[src/rtl/ir_pkg.sv]
// ir_pkg: shared FSM states, NEC frame layout and frame validity check for the IR command controller
package ir_pkg;
  typedef enum logic [1:0] {IDLE, CHECK, PUSH, ACK} state_t;
  localparam int ADDR_LSB = 0;
  localparam int NADDR_LSB = 8;
  localparam int CODE_LSB = 16;
  localparam int NCODE_LSB = 24;
  localparam int KEY_W = 16;
  function automatic logic frame_ok(input logic [31:0] c);
    return (c[CODE_LSB+:8] == ~c[NCODE_LSB+:8]) && (c[ADDR_LSB+:8] == ~c[NADDR_LSB+:8]);
  endfunction
endpackage

[src/rtl/ir_key_fifo.sv]
// ir_key_fifo: small synchronous key FIFO with wrap-bit pointers and async reset
module ir_key_fifo #(
  parameter int DEPTH = 4,
  parameter int W = 16
) (
  input  logic         clk,
  input  logic         rst,
  input  logic         push,
  input  logic         pop,
  input  logic [W-1:0] din,
  output logic [W-1:0] dout,
  output logic         full,
  output logic         empty
);
  localparam int AW = $clog2(DEPTH);
  logic [W-1:0] mem_q [DEPTH];
  logic [AW:0] wr_q, rd_q;
  logic do_push, do_pop;
  assign full = (wr_q[AW] != rd_q[AW]) && (wr_q[AW-1:0] == rd_q[AW-1:0]);
  assign empty = wr_q == rd_q;
  assign do_push = push && !full;
  assign do_pop = pop && !empty;
  assign dout = empty ? '0 : mem_q[rd_q[AW-1:0]];
  // pointer advance on accepted push/pop
  always_ff @(posedge clk or posedge rst)
    if (rst) begin
      wr_q <= '0;
      rd_q <= '0;
    end else begin
      if (do_push) wr_q <= wr_q + 1'b1;
      if (do_pop) rd_q <= rd_q + 1'b1;
    end
  // storage write; head is masked while empty so no reset is needed here
  always_ff @(posedge clk)
    if (do_push) mem_q[wr_q[AW-1:0]] <= din;
endmodule

[src/rtl/ir_cmd_ctrl.sv]
// ir_cmd_ctrl: NEC decoder sequencer, frame validation and key FIFO; IR_REPEAT_FILTER_EN adds a repeat-key holdoff filter
module ir_cmd_ctrl
  import ir_pkg::*;
#(
  parameter int FIFO_DEPTH = 4,
  parameter int HOLDOFF_CYCLES = 2_500_000
) (
  input  logic             clk,
  input  logic             rst,
  input  logic             sw_enable,
  input  logic             dec_ready,
  input  logic [31:0]      dec_command,
  output logic             dec_enable,
  output logic             dec_ack,
  output logic             key_valid,
  output logic [KEY_W-1:0] key_data,
  input  logic             key_pop,
  output logic             fifo_full,
  output logic [7:0]       err_count,
  output logic             ovf,
  input  logic             err_clr
);
  state_t state_q;
  logic [31:0] cmd_q;
  logic dec_enable_q, dec_ack_q, ovf_q, fifo_empty, ok, go_push, repeat_hit;
  logic [7:0] err_q;
  logic [KEY_W-1:0] key;
  assign key = {cmd_q[ADDR_LSB+:8], cmd_q[CODE_LSB+:8]};
  assign ok = frame_ok(cmd_q);
  assign go_push = ok && !fifo_full && !repeat_hit;
  assign dec_enable = dec_enable_q;
  assign dec_ack = dec_ack_q;
  assign key_valid = !fifo_empty;
  assign err_count = err_q;
  assign ovf = ovf_q;

  ir_key_fifo #(.DEPTH(FIFO_DEPTH), .W(KEY_W)) u_fifo (
    .clk(clk), .rst(rst), .push(state_q == PUSH), .pop(key_pop), .din(key),
    .dout(key_data), .full(fifo_full), .empty(fifo_empty)
  );

`ifdef IR_REPEAT_FILTER_EN
  localparam int HW = $clog2(HOLDOFF_CYCLES + 1);
  logic [HW-1:0] hold_q;
  logic [KEY_W-1:0] last_q;
  logic none_q;
  assign repeat_hit = !none_q && (last_q == key) && (hold_q != '0);
  // remember the last pushed key and count down its holdoff window
  always_ff @(posedge clk or posedge rst)
    if (rst) begin
      hold_q <= '0;
      last_q <= '0;
      none_q <= 1'b1;
    end else if (state_q == PUSH) begin
      hold_q <= HW'(HOLDOFF_CYCLES);
      last_q <= key;
      none_q <= 1'b0;
    end else if (hold_q != '0) hold_q <= hold_q - 1'b1;
`else
  assign repeat_hit = 1'b0;
`endif

  // frame sequencing with registered handshake outputs and error bookkeeping
  always_ff @(posedge clk or posedge rst)
    if (rst) begin
      state_q <= IDLE;
      cmd_q <= '0;
      dec_enable_q <= 1'b0;
      dec_ack_q <= 1'b0;
      err_q <= '0;
      ovf_q <= 1'b0;
    end else begin
      dec_enable_q <= sw_enable;
      err_q <= err_clr ? 8'd0 : (state_q == CHECK && !ok && err_q != 8'hFF) ? err_q + 8'd1 : err_q;
      ovf_q <= !err_clr && (ovf_q || (state_q == CHECK && ok && fifo_full));
      case (state_q)
        IDLE: if (dec_ready && dec_enable_q) begin
          cmd_q <= dec_command;
          state_q <= CHECK;
        end
        CHECK: begin
          state_q <= go_push ? PUSH : ACK;
          dec_ack_q <= !go_push;
        end
        PUSH: begin
          state_q <= ACK;
          dec_ack_q <= 1'b1;
        end
        default: if (!dec_ready) begin
          state_q <= IDLE;
          dec_ack_q <= 1'b0;
        end
      endcase
    end
endmodule

[config.mk]
export PLATFORM = sky130hd
export DESIGN_NAME = ir_cmd_ctrl
export DESIGN_NICKNAME = d
export VERILOG_FILES = /design/src/rtl/ir_pkg.sv /design/src/rtl/ir_key_fifo.sv /design/src/rtl/ir_cmd_ctrl.sv
export SDC_FILE = /design/constraint.sdc
export NUM_CORES = 1
export LEC_CHECK = 0
export CORE_MARGIN = 2
export CORE_UTILIZATION = 45
export DETAILED_ROUTE_END_ITERATION = 6
export HOLD_SLACK_MARGIN = 0.05
export PLACE_DENSITY = 0.66
export SYNTH_ARGS = -nofsm -noshare
export SYNTH_HDL_FRONTEND = slang
export SYNTH_HIERARCHICAL = 1
export SYNTH_SLANG_ARGS = --single-unit
[constraint.sdc]
create_clock -name clk -period 2.05 [get_ports clk]
set_clock_uncertainty 0.05 [all_clocks]
set_input_delay 0.3075 -clock clk [delete_from_list [all_inputs] [get_ports clk]]
set_output_delay 0.3075 -clock clk [all_outputs]
set_load 0.01 [all_outputs]
==> metrics.md <==
| Metric | Value |
|---|---|
| Final non-filler cell total | `585` |
| Fin. Hold Viols | `0` |
| First-pass GRT wire length | `16.9 mm` |
| Met3 Wirelength | `roughly 460 µm` |
| Vias in the first global route | `3208` |
| Leakage | `2.76 nW` |
| Setup violators final | `17` |
| Share of the synthesized area in the top cell type | `0.366` |
| Skew-Pair Late Insertion Delay | `0.40 ns` |
| Grt ovf | `0` |
| Max Cap Viol | `0` |
| Cell variety after synth | `45` |
| Mean Syn Cell Area | `between 15 and 20 µm²` |
| Initial antenna violation count | `0` |
| Die H | `112 µm` |
| Placed cell area | `6300 µm²` |
| Cells after DPL | `546` |
| Design Power | `11.4 mW` |
| Synth Register Bits | `115` |
| Failing checks | `negative setup slack` |
| DRT Wirelength | `10.3 mm` |
| FP Rows | `39` |
| Slew at the pin closest to its max-slew limit | `0.540 ns` |
| Critical Path Sink Type | `output pin` |
| Starting Density | `0.459` |
| Hold Crit Class | `in -> async` |
| YS warnings | `6` |
| Sink Count | `115` |
| Final net count | `between 400 and 500` |
| Crit path time final | `2.19 ns` |
| Most used DFF post-synth | `edfxtp_1` |
| Mapped Cells | `321` |
| Post-CTS Hold Fix Bufs | `0` |
| Final worst setup slack | `-0.145 ns` |
| Syn nets | `369` |
| Status | `complete, but fails checks` |
| Max rail drop VDD | `approximately 940 µV` |
| Startpoint types | `flip-flop` |
| Mapped Area | `5250 µm²` |
| Final Max Slew Viols | `0` |
| Most common cell after layout, fill and taps aside | `edfxtp_1` |
| Die W | `roughly 110 µm` |
| Global-route usage over all layers | `0.178` |
| Final worst-path cycle share | `1.07` |
| Layout cells sized above 1 | `0.360` |
| Commonest non-fill, non-tap cells in the layout | `edfxtp_1, dfrtp_1, clkdlybuf4s50_1` |
| Vias per inst | `5.22` |
| Via count | `3054` |
| Uppermost layer routed | `met4` |
| Ant diodes | `0` |
| Number of synthesized flops with an enable pin | `64` |
| Asr flop ratio synth | `0.443` |
| Die footprint | `12500 µm²` |
| Remaining DRCs | `0` |
| Post-DP HPWL | `~6.7 mm` |
| Max clock buf depth | `2` |
| CTS buffer count | `17` |
| Core footprint | `between 10000 and 15000 µm²` |
| Synth area leaders | `edfxtp_1, dfrtp_1, mux4_1` |
| CTS root buf | `clkbuf_16` |
| Post-route design area | `6900 µm²` |
| Met1 Wirelength | `4.52 mm` |
| Unrepaired setup endpoints after global routing | `yes` |
| Type of the worst setup path | `reg -> out` |
| H-Tree Depth | `4` |
| Power per cell area | `1650 nW/µm²` |
| F_max | `0.456 GHz` |
| CTS tree | `built` |
| Met2 Routed Length | `between 5 and 6 mm` |
| Critical Path RT | `1.69 ns` |
| Area added between synthesis and finish | `31.5%` |
| I/O Buffers | `66` |
| DRT Pass-1 Iters | `5` |
| DRT iter0 DRCs | `198` |
| Avg WL per Cell | `17.6 µm` |
| Largest net degree at the start of global routing | `33` |
| Final ANT Viol Nets | `0` |
| Ports | `67` |
| Max FO, Critical Path | `6` |
| Crit path arrival time | `1.84 ns` |
| Sequential area share after synthesis | `0.610` |
| Slew HR | `0.638` |
| Clock transition at path regs | `0.05 ns` |
| Gpl congestion | `approximately 0.79` |
| TNS Setup | `-2.09 ns` |
| Leading area contributor after synthesis | `edfxtp_1` |
==> metrics by stage <==
step           setup WS, ns   util  hold slack [ns]
2_1_floorplan         0.151      -           0.0485
3_3_place_gp        -0.0947  0.552            0.435
3_5_place_dp         -0.108  0.552            0.451
4_1_cts              -0.237  0.609            0.129
5_1_grt              -0.215  0.604            0.153
6_report             -0.145  0.604            0.125
==> routing by layer <==
metal | vias to the layer above | track usage
met5 | - | 0
met4 | 0 | 0.0659
met1 | 1545 | 0.237
li1 | 1420 | -
met3 | 8 | 0.0463
met2 | 81 | 0.284
==> state kept, by name (all words and copies together) (netlist names) <==
| name | cells |
|---|---|
| u_fifo/mem_q | 64 |
| cmd_q | 32 |
| err_count | 8 |
| u_fifo/rd_q | 3 |
| u_fifo/wr_q | 3 |
| state_q | 2 |
| dec_ack | 1 |
| dec_enable | 1 |
| ovf | 1 |
==> repair_timing <==
item	in CTS	in global routing
buffers inserted	10	0
setup endpoints to repair	18	18
pin swaps	2	0
gates resized for setup	113	7
cloned	3	0
==> report_power, final <==
part	switching, mW	internal (mW)	leakage, nW	total, mW
logic	2.13	2.72	1.28	4.85
registers	0.591	3.40	1.22	3.99
clock network	0.959	1.59	0.266	2.55
total	3.68	7.71	2.76	11.4
==> layout make-up <==
cell class	instances	area, µm²
clock inverter	10	60.1
timing repair buffer	100	1060
sequential	115	3200
fill	909	4520
tap	143	179
multi-input combinational	183	1890
inverter	13	51.3
clock buffer	21	462
==> synthesized netlist by cell type, types with 2 or more instances <==
library cell / n
a211oi_1: 3
a21oi_1: 9
and3_1: 5
buf_1: 2
buf_6: 3
clkbuf_1: 3
dfrtp_1: 51
edfxtp_1: 64
ha_1: 10
inv_1: 13
mux2_2: 32
mux2_4: 4
mux4_1: 16
nand2_1: 4
nand2b_1: 5
nand3_1: 9
nand4_1: 4
nor2_1: 6
nor2b_1: 11
nor2b_4: 9
nor3_2: 3
o21ai_0: 2
o31ai_1: 8
or4_1: 3
xnor2_1: 5
xor2_1: 18
==> path summary, 6_finish.rpt <==
path / slack (ns) / from / to / depth (start not counted)
worst min register to register: 0.45 / ovf / ovf / 2
worst min-delay path: 0.12 / rst / u_fifo/wr_q[1] / 2
worst max register to register: 0.12 / u_fifo/rd_q[0] / u_fifo/mem_q[0][13] / 8
max in group asynchronous: 1.17 / rst / cmd_q[22] / 3
min in group clk: 0.30 / sw_enable / dec_enable / 1
worst max-delay path: -0.14 / u_fifo/rd_q[0] / key_data[5] / 5
==> kinds of logic (layout without fill, tap and decap cells) <==
logic type,count (synthesis),after routing,share of synthesized area
simple gates,63,63,0.0892
compound gates,31,31,0.0410
xor+xnor,26,26,0.0499
mux,53,53,0.162
fa+ha+maj,10,10,0.0239
buf+inv,23,144,0.0241
flops,115,115,0.610
==> critical path, stage by stage (launching register included) <==
cell       delay [ns]
dfrtp_2          0.40
clkbuf_16        0.16
buf_12           0.13
mux4_2           0.48
nor2b_1          0.14
buf_2            0.14
No activity file was read; power rests on OpenSTA's default activity.
